$ cat src/rtl/mem_arbiter.sv
// -----------------------------------------------------------------------------
// mem_arbiter
//
// Lets the instruction cache (port 0) and the data cache (port 1) share one
// backing block memory. One whole-block access runs at a time: a read or a
// write-back goes to the memory. When it completes, the read data and a
// one-cycle done pulse go back to the cache that owns the access. The other
// cache is held in busywait until it gets a grant.
//
// Build option:
//   MEM_ARB_FIXED_PRIO_EN  defined   -> port 1 always wins a simultaneous
//                                       request, so port 0 can starve.
//                          undefined -> round robin between the two ports.
//
// Ports:
//   clk_i, reset_i          clock and asynchronous active-low reset
//   p_read_i / p_wr_i       per-port block read / write-back requests ([k] = port k)
//   p0_addr_i, p1_addr_i    per-port block addresses
//   p0_wr_data_i,
//   p1_wr_data_i            per-port write-back data
//   p_busywait_o            per-port stall (combinational)
//   p_read_data_o           last block read, valid with p_read_done_o
//   p_read_done_o           one-cycle read-complete pulse to the owner
//   p_write_done_o          one-cycle write-complete pulse to the owner
//   m_read_o / m_wr_o       memory read / write command
//   m_addr_o, m_wr_data_o   memory address and write data, held for the access
//   m_busywait_i            memory busy (informational, not used)
//   m_read_data_i           memory read data, valid with m_read_done_i
//   m_read_done_i           memory read-complete pulse
//   m_write_done_i          memory write-complete pulse
// -----------------------------------------------------------------------------
module mem_arbiter #(
  parameter int ADDR_W  = 28,
  parameter int BLOCK_W = 128
) (
  input  logic               clk_i,
  input  logic               reset_i,
  input  logic [1:0]         p_read_i,
  input  logic [1:0]         p_wr_i,
  input  logic [ADDR_W-1:0]  p0_addr_i,
  input  logic [ADDR_W-1:0]  p1_addr_i,
  input  logic [BLOCK_W-1:0] p0_wr_data_i,
  input  logic [BLOCK_W-1:0] p1_wr_data_i,
  output logic [1:0]         p_busywait_o,
  output logic [BLOCK_W-1:0] p_read_data_o,
  output logic [1:0]         p_read_done_o,
  output logic [1:0]         p_write_done_o,
  output logic               m_read_o,
  output logic               m_wr_o,
  output logic [ADDR_W-1:0]  m_addr_o,
  output logic [BLOCK_W-1:0] m_wr_data_o,
  input  logic               m_busywait_i,
  input  logic [BLOCK_W-1:0] m_read_data_i,
  input  logic               m_read_done_i,
  input  logic               m_write_done_i
);

  typedef enum logic [1:0] {
    IDLE    = 2'd0,
    ACCESS  = 2'd1,
    RELEASE = 2'd2
  } state_t;

  state_t             state_reg, state_next;
  logic               owner_reg, owner_next;
  logic               op_wr_reg, op_wr_next;
  logic [ADDR_W-1:0]  addr_reg, addr_next;
  logic [BLOCK_W-1:0] wr_data_reg, wr_data_next;
  logic [BLOCK_W-1:0] read_data_reg, read_data_next;
  logic [1:0]         read_done_reg, read_done_next;
  logic [1:0]         write_done_reg, write_done_next;

  logic [1:0]         req;
  logic               grant;

`ifndef MEM_ARB_FIXED_PRIO_EN
  logic               last_grant_reg;
`endif

  // The memory's busy flag is not used to sequence accesses. The done
  // pulses are enough.
  logic               unused_m_busywait;
  assign unused_m_busywait = m_busywait_i;

  assign req = p_read_i | p_wr_i;

  // Winner selection. It is only used while IDLE.
  always_comb begin : winner_sel
    grant = 1'b0;
    case (req)
      2'b01: grant = 1'b0;
      2'b10: grant = 1'b1;
      2'b11: begin
`ifdef MEM_ARB_FIXED_PRIO_EN
        grant = 1'b1;
`else
        grant = ~last_grant_reg;
`endif
      end
      default: grant = 1'b0;
    endcase
  end

  // Next-state logic and the done and data registers.
  always_comb begin : next_state
    state_next      = state_reg;
    owner_next      = owner_reg;
    op_wr_next      = op_wr_reg;
    addr_next       = addr_reg;
    wr_data_next    = wr_data_reg;
    read_data_next  = read_data_reg;
    read_done_next  = 2'b00;
    write_done_next = 2'b00;

    case (state_reg)
      IDLE: begin
        if (|req) begin
          owner_next   = grant;
          // If a port requests both a write-back and a read, the write-back
          // goes first. The still-pending read is served by a later grant.
          op_wr_next   = p_wr_i[grant];
          addr_next    = grant ? p1_addr_i : p0_addr_i;
          wr_data_next = grant ? p1_wr_data_i : p0_wr_data_i;
          state_next   = ACCESS;
        end
      end
      ACCESS: begin
        // A done pulse of the wrong type is ignored.
        if (op_wr_reg) begin
          if (m_write_done_i) begin
            write_done_next[owner_reg] = 1'b1;
            state_next                 = RELEASE;
          end
        end else if (m_read_done_i) begin
          read_done_next[owner_reg] = 1'b1;
          read_data_next            = m_read_data_i;
          state_next                = RELEASE;
        end
      end
      RELEASE: state_next = IDLE;
      default: state_next = IDLE;
    endcase
  end

  always_ff @(posedge clk_i or negedge reset_i) begin : state_regs
    if (!reset_i) begin
      state_reg      <= IDLE;
      owner_reg      <= 1'b0;
      op_wr_reg      <= 1'b0;
      addr_reg       <= '0;
      wr_data_reg    <= '0;
      read_data_reg  <= '0;
      read_done_reg  <= 2'b00;
      write_done_reg <= 2'b00;
`ifndef MEM_ARB_FIXED_PRIO_EN
      last_grant_reg <= 1'b1;
`endif
    end else begin
      state_reg      <= state_next;
      owner_reg      <= owner_next;
      op_wr_reg      <= op_wr_next;
      addr_reg       <= addr_next;
      wr_data_reg    <= wr_data_next;
      read_data_reg  <= read_data_next;
      read_done_reg  <= read_done_next;
      write_done_reg <= write_done_next;
`ifndef MEM_ARB_FIXED_PRIO_EN
      if (state_reg == IDLE && |req) begin
        last_grant_reg <= grant;
      end
`endif
    end
  end

  // The commands are decoded from registered state. An asynchronous reset
  // therefore drops them immediately.
  assign m_read_o       = (state_reg == ACCESS) & ~op_wr_reg;
  assign m_wr_o         = (state_reg == ACCESS) &  op_wr_reg;
  assign m_addr_o       = addr_reg;
  assign m_wr_data_o    = wr_data_reg;
  assign p_read_data_o  = read_data_reg;
  assign p_read_done_o  = read_done_reg;
  assign p_write_done_o = write_done_reg;

  // A port stalls while it is requesting. The stall is released in the
  // cycle that carries its done pulse.
  genvar gi;
  generate
    for (gi = 0; gi < 2; gi++) begin : g_busywait
      assign p_busywait_o[gi] = req[gi] & ~(read_done_reg[gi] | write_done_reg[gi]);
    end
  endgenerate

endmodule

$ cat config.mk
export PLATFORM = sky130hd
export DESIGN_NAME = mem_arbiter
export DESIGN_NICKNAME = d
export VERILOG_FILES = /design/src/rtl/mem_arbiter.sv
export SDC_FILE = /design/constraint.sdc
export NUM_CORES = 1
export LEC_CHECK = 0
export CORE_AREA = 2 2 287 289
export CTS_CLUSTER_SIZE = 30
export DETAILED_ROUTE_END_ITERATION = 7
export DIE_AREA = 0 0 289 291
export PLACE_DENSITY = 0.47
export RECOVER_POWER = 25
export SYNTH_ARGS = -nofsm -noshare
export SYNTH_HDL_FRONTEND = slang
export SYNTH_SLANG_ARGS = --single-unit
$ cat constraint.sdc
create_clock -name clk_i -period 1.9 [get_ports clk_i]
set_input_delay 0.19 -clock clk_i [delete_from_list [all_inputs] [get_ports clk_i]]
set_output_delay 0.19 -clock clk_i [all_outputs]
set_load 0.005 [all_outputs]
==> results.json, run 1 <==
{
  "synth_common_cells": "o21ai_0 (315), a21oi_1 (314), dfrtp_1 (292)",
  "dp_cells": 3151,
  "p_leak_nw": 10.6,
  "clk-insertion-delay-late_ns": 0.58,
  "die_h_um": 291,
  "grt_pass1_wl_um": 99800,
  "finalHoldViolCount": 0,
  "utilization_pct": 30.8,
  "coreArea_mm2": 0.0812,
  "irDropWorstVdd_v": 0.000853,
  "worstSetupStartpointType": "flop",
  "synth_area_leaders": "dfrtp_1 (51%), o21ai_0 (11%), a21oi_1 (11%), o211a_1 (11%), mux2_2 (10%)",
  "grt_pass1_vias": 15300,
  "start_util_pct": 17.8,
  "path_class": "reg -> out",
  "port_buffers": 739,
  "cts_root_buf": "clkbuf_16",
  "arrival_ns": 1.61,
  "max_slew_margin_pct": 3.41,
  "syn_area_mm2": 0.0144,
  "ys_ff_latch": 293,
  "yosys.area.top_type_share_pct": 50.7,
  "die-area_mm2": 0.0841,
  "synth.distinct_cells": 27,
  "synth_top_cell_by_area": "dfrtp_1",
  "yosysSeqAreaShare_pct": 50.8,
  "period_share_pct": 95.0,
  "synth_nets": 1855,
  "rsz0062_at_grt": "no",
  "antenna_found_initial": 16,
  "cts_buffer_depth": 3,
  "total_power_w": 0.0384,
  "synth.avg_cell_area_um2": 10.3,
  "max_freq_mhz": 554,
  "clock-sinks": 293,
  "wl_um": 68000,
  "die_width_um": 289,
  "instances_no_fill": 3234,
  "cp_max_fo": 4,
  "synth_edf_count": 0,
  "grt_max_degree": 100,
  "antenna_left": 0,
  "cts_buffers": 40,
  "synthToLayoutAreaGrowth_pct": 73.5,
  "synthArstFlopShare_pct": 100,
  "drtPass1Iterations": 5,
  "power_density_mw_per_mm2": 1530,
  "clk_pin_slew_ns": 0.06,
  "required_ns": 1.71,
  "fp-row-count": 105,
  "routedWlPerCell_um": 21.0,
  "setup_violations": 0,
  "pre_cts_ws_ns": -0.194,
  "worst_pin_slew_ns": 1.45,
  "min-delay-path-class": "in -> reg",
  "syn-instance-count": 1406,
  "final_max_slew_viol_count": 0,
  "status": "finished, final reports clean",
  "holdWs_ns": 0.109,
  "synth-main-ff-cell": "dfrtp_1",
  "routabilityCongestion": 0.818,
  "via_per_inst": 4.54,
  "min_period_ns": 1.80,
  "maxCapViolations": 0,
  "worst_clock_skew_ns": 0.0316,
  "final_nets": 2574,
  "synth.most_common_cell": "o21ai_0",
  "cts_max_level": 2,
  "drc": 0,
  "drt_iter0_drc": 759,
  "setup_ws_ns": 0.0954,
  "ios": 741,
  "overflow": 0,
  "final_layout_size_suffix_gt1_share_pct": 14.6,
  "cts_tree": "yes",
  "endpoint_kind": "output pin",
  "track_usage_pct": 15.5,
  "yosysWarnings": 0,
  "via_count": 14700,
  "dpl.hpwl_um": 51000
}
-- final timing paths --
path                                               from                             to  slack [ns]  depth (start not counted)
setup reg to reg               state_reg[1]$_DFFE_PN0P_  p_read_data_o[21]$_DFFE_PN0P_        0.23                          5
hold reg to reg            p_read_data_o[2]$_DFFE_PN0P_   p_read_data_o[2]$_DFFE_PN0P_        0.50                          1
min in group asynchronous                       reset_i    m_wr_data_o[32]$_DFFE_PN0P_        0.54                          2
max in group asynchronous                       reset_i    m_wr_data_o[92]$_DFFE_PN0P_        0.28                          3
setup / recovery               state_reg[1]$_DFFE_PN0P_                         m_wr_o         0.1                          3
hold / removal                              p_read_i[1]   m_wr_data_o[107]$_DFFE_PN0P_        0.11                          4
-- stage by stage --
| step | instance area [µm²] | TNS [ns] |
|---|---|---|
| 2_1_floorplan | 14400 | 0 |
| 3_3_place_gp | 23600 | -8.40 |
| 3_5_place_dp | 23600 | -11.66 |
| 4_1_cts | 25000 | 0 |
| 5_1_grt | 25000 | 0 |
| 6_report | 25000 | 0 |
-- power by group --
part | internal [W] | total (W) | leakage [nW] | switching [W]
registers | 0.00952 | 0.0114 | 3.38 | 0.00192
clock network | 0.00464 | 0.00780 | 0.674 | 0.00316
logic | 0.0112 | 0.0191 | 6.51 | 0.00795
-- critical path, cell delays in order (launching register included) --
cell and delay (ns):
dfrtp_2 0.44, nor2b_2 0.16, and2_1 0.15, dlygate4sd2_1 0.28
-- routing by layer --
metal / share of wire, % / track usage [%]
met3: 9.9 / 5.63
met2: 50 / 27.3
met1: 37 / 17.0
met4: 3.1 / 5.15
met5: 0.084 / 0
-- placed cells by master (no fill, tap or decap), types with 4 or more instances in the layout --
cell type and n:
dlygate4sd2_1 4, dfrtp_1 291, mux2_2 128, clkbuf_1 6
clkinv_2 10, clkdlybuf4s50_1 731, diode_2 9, clkbuf_16 40
a21oi_1 314, o211a_1 156, buf_12 33, clkbuf_8 8
o21ai_0 315, buf_4 71
-- cell type report --
type / instances / area, µm²
repair buffers: 847 / 8600
clock buffers: 53 / 1130
flip-flops and latches: 293 / 7330
clock inverters: 19 / 234
fillers: 8394 / 56200
diodes: 9 / 22.5
multi-input cells: 943 / 6360
well taps: 1070 / 1340
-- repair_timing --
action                                  4_1_cts  5_1_grt
pin swaps                                     0        0
endpoints found under the hold margin       156        0
hold buffers                                  1        0
gates resized for setup                       8        2
endpoints found under the setup margin        5        2
setup buffers                                 1        0
-- kinds of logic after synthesis --
group	after synthesis	share of synthesized area [%]
AO/OA/AOI/OAI	790	32.9
AND/OR/NAND/NOR	25	0.919
flip-flops	293	50.8
buffers and inverters	170	5.38
multiplexers	128	9.99
Note: power is estimated with default switching activity, not from simulation.
==> inputs of run 2 (changes only) <==
--- a/config.mk
+++ b/config.mk
@@ -5,10 +5,12 @@
 export SDC_FILE = /design/constraint.sdc
 export NUM_CORES = 1
 export LEC_CHECK = 0
+export ABC_AREA = 1
 export CORE_AREA = 2 2 287 289
 export CTS_CLUSTER_SIZE = 30
 export DETAILED_ROUTE_END_ITERATION = 7
 export DIE_AREA = 0 0 289 291
+export MAX_ROUTING_LAYER = met4
 export PLACE_DENSITY = 0.47
 export RECOVER_POWER = 25
 export SYNTH_ARGS = -nofsm -noshare
==> results.json, run 2 <==
{
  "min_period_ns": 1.77,
  "placed_area_mm2": 0.0230,
  "synthToLayoutAreaGrowth_pct": 73.0,
  "cts_tree": "yes",
  "endpoint_kind": "output pin",
  "path_class": "reg -> out",
  "setup_violations": 0,
  "finalSetupTns_ns": 0,
  "syn_area_mm2": 0.0140,
  "max_freq_mhz": 565,
  "ios": 741,
  "max_slew_margin_pct": 32.7,
  "worstReg2RegEnd": "p_read_data_o[40]$_DFFE_PN0P_",
  "ys_ff_latch": 293,
  "track_usage_pct": 14.7,
  "synth_common_cells": "nand2_1 (738), dfrtp_1 (292), nand3_1 (288)",
  "irDropWorstVdd_v": 0.000813,
  "total_power_w": 0.0356,
  "worst_pin_slew_ns": 1.01,
  "arrival_ns": 1.58,
  "worstSetupStartpointType": "flop",
  "route.met3.wl_um": 6120,
  "dpl.hpwl_um": 47200,
  "syn-instance-count": 1780,
  "final_common_cell": "nand2_1",
  "synth.most_common_cell": "nand2_1",
  "final_nets": 2948,
  "routabilityCongestion": 0.844,
  "die-area_mm2": 0.0841,
  "drt_iter0_drc": 625,
  "maxCapViolations": 0,
  "antenna_left": 0,
  "final_layout_size_suffix_gt1_share_pct": 4.75,
  "final_cell_mix": "nand2_1 (736), clkdlybuf4s50_1 (732), dfrtp_1 (292)",
  "p_leak_nw": 11.5,
  "period_share_pct": 93.2,
  "wl_met2_um": 30800,
  "cts_max_level": 2,
  "drtPass1Iterations": 6,
  "worst_clock_skew_ns": 0.0194,
  "start_util_pct": 17.2,
  "wl_um": 62500,
  "finalHoldViolCount": 0,
  "clk-insertion-delay-late_ns": 0.55,
  "yosysSeqAreaShare_pct": 52.4,
  "holdWs_ns": 0.143,
  "port_buffers": 739,
  "cts_buffers": 39,
  "status": "finished, final reports clean",
  "ff2ff_path_depth": 8,
  "overflow": 0,
  "power_density_mw_per_mm2": 1470,
  "synth-main-ff-cell": "dfrtp_1",
  "rsz0062_at_grt": "no",
  "die_h_um": 291,
  "die_width_um": 289,
  "wl_met1_um": 23500,
  "synth_nets": 2229,
  "routedWlPerCell_um": 17.4,
  "highest_layer": "met4",
  "r2r-start": "state_reg[1]$_DFFE_PN0P_",
  "fp-row-count": 105,
  "min-delay-path-class": "in -> async",
  "synthArstFlopShare_pct": 100,
  "yosys.area.top_type_share_pct": 52.2,
  "grt_pass1_wl_um": 92900,
  "grt_max_degree": 97,
  "synth.distinct_cells": 18,
  "synth_top_cell_by_area": "dfrtp_1",
  "synth.avg_cell_area_um2": 7.87,
  "clock-sinks": 293,
  "required_ns": 1.71,
  "coreArea_mm2": 0.0812,
  "grt_pass1_vias": 15300,
  "via_per_inst": 4.04,
  "clk_pin_slew_ns": 0.06,
  "cts_root_buf": "clkbuf_16",
  "fin_area_mm2": 0.0242,
  "antenna_found_initial": 4,
  "synth_area_leaders": "dfrtp_1 (52%), nand2_1 (20%), nand3_1 (10%), nand3b_1 (8.4%), inv_1 (4.3%)",
  "drc": 0,
  "r2r_slack_ns": 0.16,
  "via_count": 14500,
  "yosysWarnings": 0,
  "synth_edf_count": 0,
  "cp_max_fo": 5,
  "cts_buffer_depth": 3,
  "utilization_pct": 29.8,
  "final_max_slew_viol_count": 0
}
run 2: per-layer routing:
layer | vias to the layer above | GRT usage [%]
li1 | 7018 | -
met1 | 6843 | 15.5
met2 | 576 | 25.5
met3 | 107 | 5.14
met4 | 0 | 4.93
met5 | - | -
run 2: worst max-delay path, stage by stage, from the launching register on:
cell and delay (ns):
dfrtp_1 0.37, inv_1 0.05, nand2_1 0.13, nor2_4 0.20, dlygate4sd2_1 0.27
run 2: worst max path at each step:
| stage | start | to | slack, ns | cells past startpoint |
|---|---|---|---|---|
| global route | state_reg[1]$_DFFE_PN0P_ | m_read_o | 0.002 | 4 |
| detailed placement | p_wr_i[0] | m_wr_data_o[9]$_DFFE_PN0P_ | -0.02 | 7 |
| CTS | state_reg[1]$_DFFE_PN0P_ | m_read_o | 0.03 | 4 |
| global placement | p_wr_i[0] | m_wr_data_o[80]$_DFFE_PN0P_ | -0.004 | 8 |
| finish | state_reg[1]$_DFFE_PN0P_ | m_read_o | 0.13 | 4 |
| floorplan | last_grant_reg$_DFFE_PN1P_ | m_addr_o[10]$_DFFE_PN0P_ | 0.60 | 7 |
run 2: final cells by class:
| type | count | area [µm²] |
|---|---|---|
| Inverter | 163 | 622 |
| Fill cell | 8681 | 57000 |
| Tap cell | 1070 | 1340 |
| Clock buffer | 58 | 1110 |
| Clock inverter | 11 | 126 |
| Sequential cell | 293 | 7330 |
| Antenna cell | 4 | 10.0 |
| Multi-Input combinational cell | 1197 | 5500 |
| Timing Repair Buffer | 805 | 8180 |
run 2: through the flow:
stage	instances	setup slack [ns]
after global placement	3525	-0.00359
after detailed placement	3525	-0.0203
after CTS	3597	0.0268
after global routing	3601	0.00246
final	3601	0.129
after floorplan	1780	0.601
run 2: power breakdown:
group	switching (W)	internal (W)	total, W	leakage, nW
registers	0.00172	0.00932	0.0110	3.61
clock network	0.00292	0.00431	0.00723	0.602
logic	0.00834	0.00896	0.0173	7.28
run 2: kinds of logic (layout without fill, tap and decap cells):
kind of cell	count (synthesis)	after routing	share of synthesized area (%)
AND/OR/NAND/NOR	1195	1195	38.9
flip-flops	293	293	52.4
buffers and inverters	290	1037	8.63
AO/OA/AOI/OAI	2	2	0.0983
other	0	4	0
run 2: timing repair:
item                                    4_1_cts  5_1_grt
endpoints found under the setup margin        5        1
buffers inserted                              1        0
pin swaps                                     1        1
endpoints found under the hold margin       106        0
hold buffers                                  2        0
resized for setup                             5        0
gates cloned                                  0        0
==> inputs of run 3 (changes only) <==
--- a/config.mk
+++ b/config.mk
@@ -6,13 +6,15 @@
 export NUM_CORES = 1
 export LEC_CHECK = 0
 export ABC_AREA = 1
-export CORE_AREA = 2 2 287 289
+export CORE_AREA = 2 2 285 287
 export CTS_CLUSTER_SIZE = 30
 export DETAILED_ROUTE_END_ITERATION = 7
-export DIE_AREA = 0 0 289 291
+export DIE_AREA = 0 0 287 289
+export GPL_TIMING_DRIVEN = 0
 export MAX_ROUTING_LAYER = met4
 export PLACE_DENSITY = 0.47
 export RECOVER_POWER = 25
+export SKIP_LAST_GASP = 1
 export SYNTH_ARGS = -nofsm -noshare
 export SYNTH_HDL_FRONTEND = slang
 export SYNTH_SLANG_ARGS = --single-unit
==> constraint.sdc (replaced) <==
create_clock -name clk_i -period 2.2 [get_ports clk_i]
set_input_delay 0.22 -clock clk_i [delete_from_list [all_inputs] [get_ports clk_i]]
set_output_delay 0.22 -clock clk_i [all_outputs]
set_load 0.005 [all_outputs]
==> results.json, run 3 (synthesis results as in run 2) <==
{
  "cts_root_buf": "clkbuf_16",
  "max_freq_mhz": 496,
  "cts_tree": "yes",
  "p_leak_nw": 11.5,
  "clk_pin_slew_ns": 0.05,
  "cts_max_level": 2,
  "via_count": 14700,
  "port_buffers": 739,
  "violations": "capacitance limit, slew limit",
  "final_layout_size_suffix_gt1_share_pct": 6.13,
  "antenna_found_initial": 9,
  "worst_pin_slew_ns": 1.52,
  "nFillCells": 8671,
  "final_nets": 3016,
  "routedWlPerCell_um": 18.9,
  "arrival_ns": 1.80,
  "rsz0062_at_grt": "no",
  "drc": 0,
  "total_power_w": 0.0310,
  "path_class": "reg -> out",
  "irDropWorstVdd_v": 0.000724,
  "seq_area_mm2": 0.00733,
  "clk-insertion-delay-late_ns": 0.55,
  "min_period_ns": 2.02,
  "grt_max_degree": 104,
  "utilization_pct": 30.2,
  "wl_um": 69300,
  "dpl.hpwl_um": 54100,
  "final_max_slew_viol_count": 97,
  "cts_buffers": 39,
  "start_util_pct": 17.5,
  "routabilityCongestion": 0.875,
  "endpoint_kind": "output pin",
  "max_slew_margin_pct": -1.41,
  "min-delay-path-class": "in -> reg",
  "final_cell_mix": "nand2_1 (737), clkdlybuf4s50_1 (736), dfrtp_1 (292)",
  "maxCapViolations": 1,
  "grt_pass1_vias": 15000,
  "worst_clock_skew_ns": 0.00589,
  "final_common_cell": "nand2_1",
  "finalHoldViolCount": 0,
  "status": "complete, but fails checks",
  "drt_iter0_drc": 602,
  "multi_input_area_mm2": 0.00547,
  "grt_pass1_wl_um": 98800,
  "die_width_um": 287,
  "drtPass1Iterations": 5,
  "cts_buffer_depth": 3,
  "die_h_um": 289,
  "fin_area_mm2": 0.0241,
  "period_share_pct": 91.6,
  "track_usage_pct": 16.4,
  "synthToLayoutAreaGrowth_pct": 72.3,
  "placed_area_mm2": 0.0228,
  "die-area_mm2": 0.0829,
  "via_per_inst": 4.02,
  "required_ns": 1.98,
  "power_density_mw_per_mm2": 1290,
  "clock-sinks": 293,
  "coreArea_mm2": 0.0799,
  "fp-row-count": 104,
  "overflow": 0,
  "cp_max_fo": 5,
  "setup_violations": 0,
  "worstSetupStartpointType": "flop",
  "antenna_left": 0,
  "ios": 741
}
==> run 3: changes by cell type in the layout (fill, tap and decap cells not counted), sizes merged, moves of 3 or more <==
cell	before	now
buf	54	95
clkbuf	70	102
clkdlybuf4s50	732	736
clkinv	7	4
diode	4	8
dlygate4sd2	5	1
==> run 3: worst paths after layout <==
kind                                                    start                              to  slack, ns  depth (start not counted)
worst max-delay path                 state_reg[1]$_DFFE_PN0P_                          m_wr_o       0.18                          4
worst min-delay path                        m_read_data_i[40]   p_read_data_o[40]$_DFFE_PN0P_       0.23                          3
worst max register to register     last_grant_reg$_DFFE_PN1P_     m_wr_data_o[43]$_DFFE_PN0P_       0.21                          7
min in group asynchronous                             reset_i  p_read_data_o[111]$_DFFE_PN0P_       0.60                          2
worst min register to register  p_read_data_o[83]$_DFFE_PN0P_   p_read_data_o[83]$_DFFE_PN0P_       0.47                          2
max in group asynchronous                             reset_i     m_wr_data_o[39]$_DFFE_PN0P_       0.31                          3
==> run 3: power breakdown <==
group	switching (W)	internal, W
Sequential	0.00147	0.00804
Clock	0.00255	0.00385
Combinational	0.00768	0.00742
==> run 3: through the flow <==
step | instances | worst slack (ns) | hold slack [ns] | TNS, ns
after floorplan | 1780 | 0.901 | -0.0756 | 0
after global placement | 3579 | -13.57 | 0.453 | -3995.01
after detailed placement | 3581 | -0.663 | 0.346 | -43.36
after CTS | 3650 | -0.268 | 0.178 | -0.268
after global routing | 3660 | 0.0118 | 0.211 | 0
final | 3662 | 0.184 | 0.226 | 0
==> run 3: area by class of cell <==
cell class	instances	share of cell area, %
clock buffers	63	5.01
well taps	1060	5.50
diodes	8	0.0830
multi-input cells	1197	22.7
inverters	163	2.54
repair buffers	746	31.1
flip-flops and latches	293	30.4
plain buffers	127	2.54
clock inverters	5	0.207
==> run 3: per-layer routing <==
layer,track usage [%],share of wire [%],vias up
met4,3.93,1.9,0
li1,-,-,7175
met2,29.2,51,542
met5,-,0,-
met1,17.8,39,6919
met3,4.88,8.2,71
==> run 3: critical path: stages, from the launching register on <==
cell             delay [ns]
dfrtp_1                0.38
inv_1                  0.07
nand2_2                0.09
nor2_1                 0.16
clkdlybuf4s50_1        0.55
==> run 3: repair_timing <==
action | 4_1_cts | 5_1_grt
hold buffers | 1 | 0
buffers inserted | 0 | 4
gates resized for setup | 4 | 12
hold endpoints to repair | 96 | 0
pin swaps | 0 | 1
gates cloned | 0 | 0
setup endpoints to repair | 13 | 4
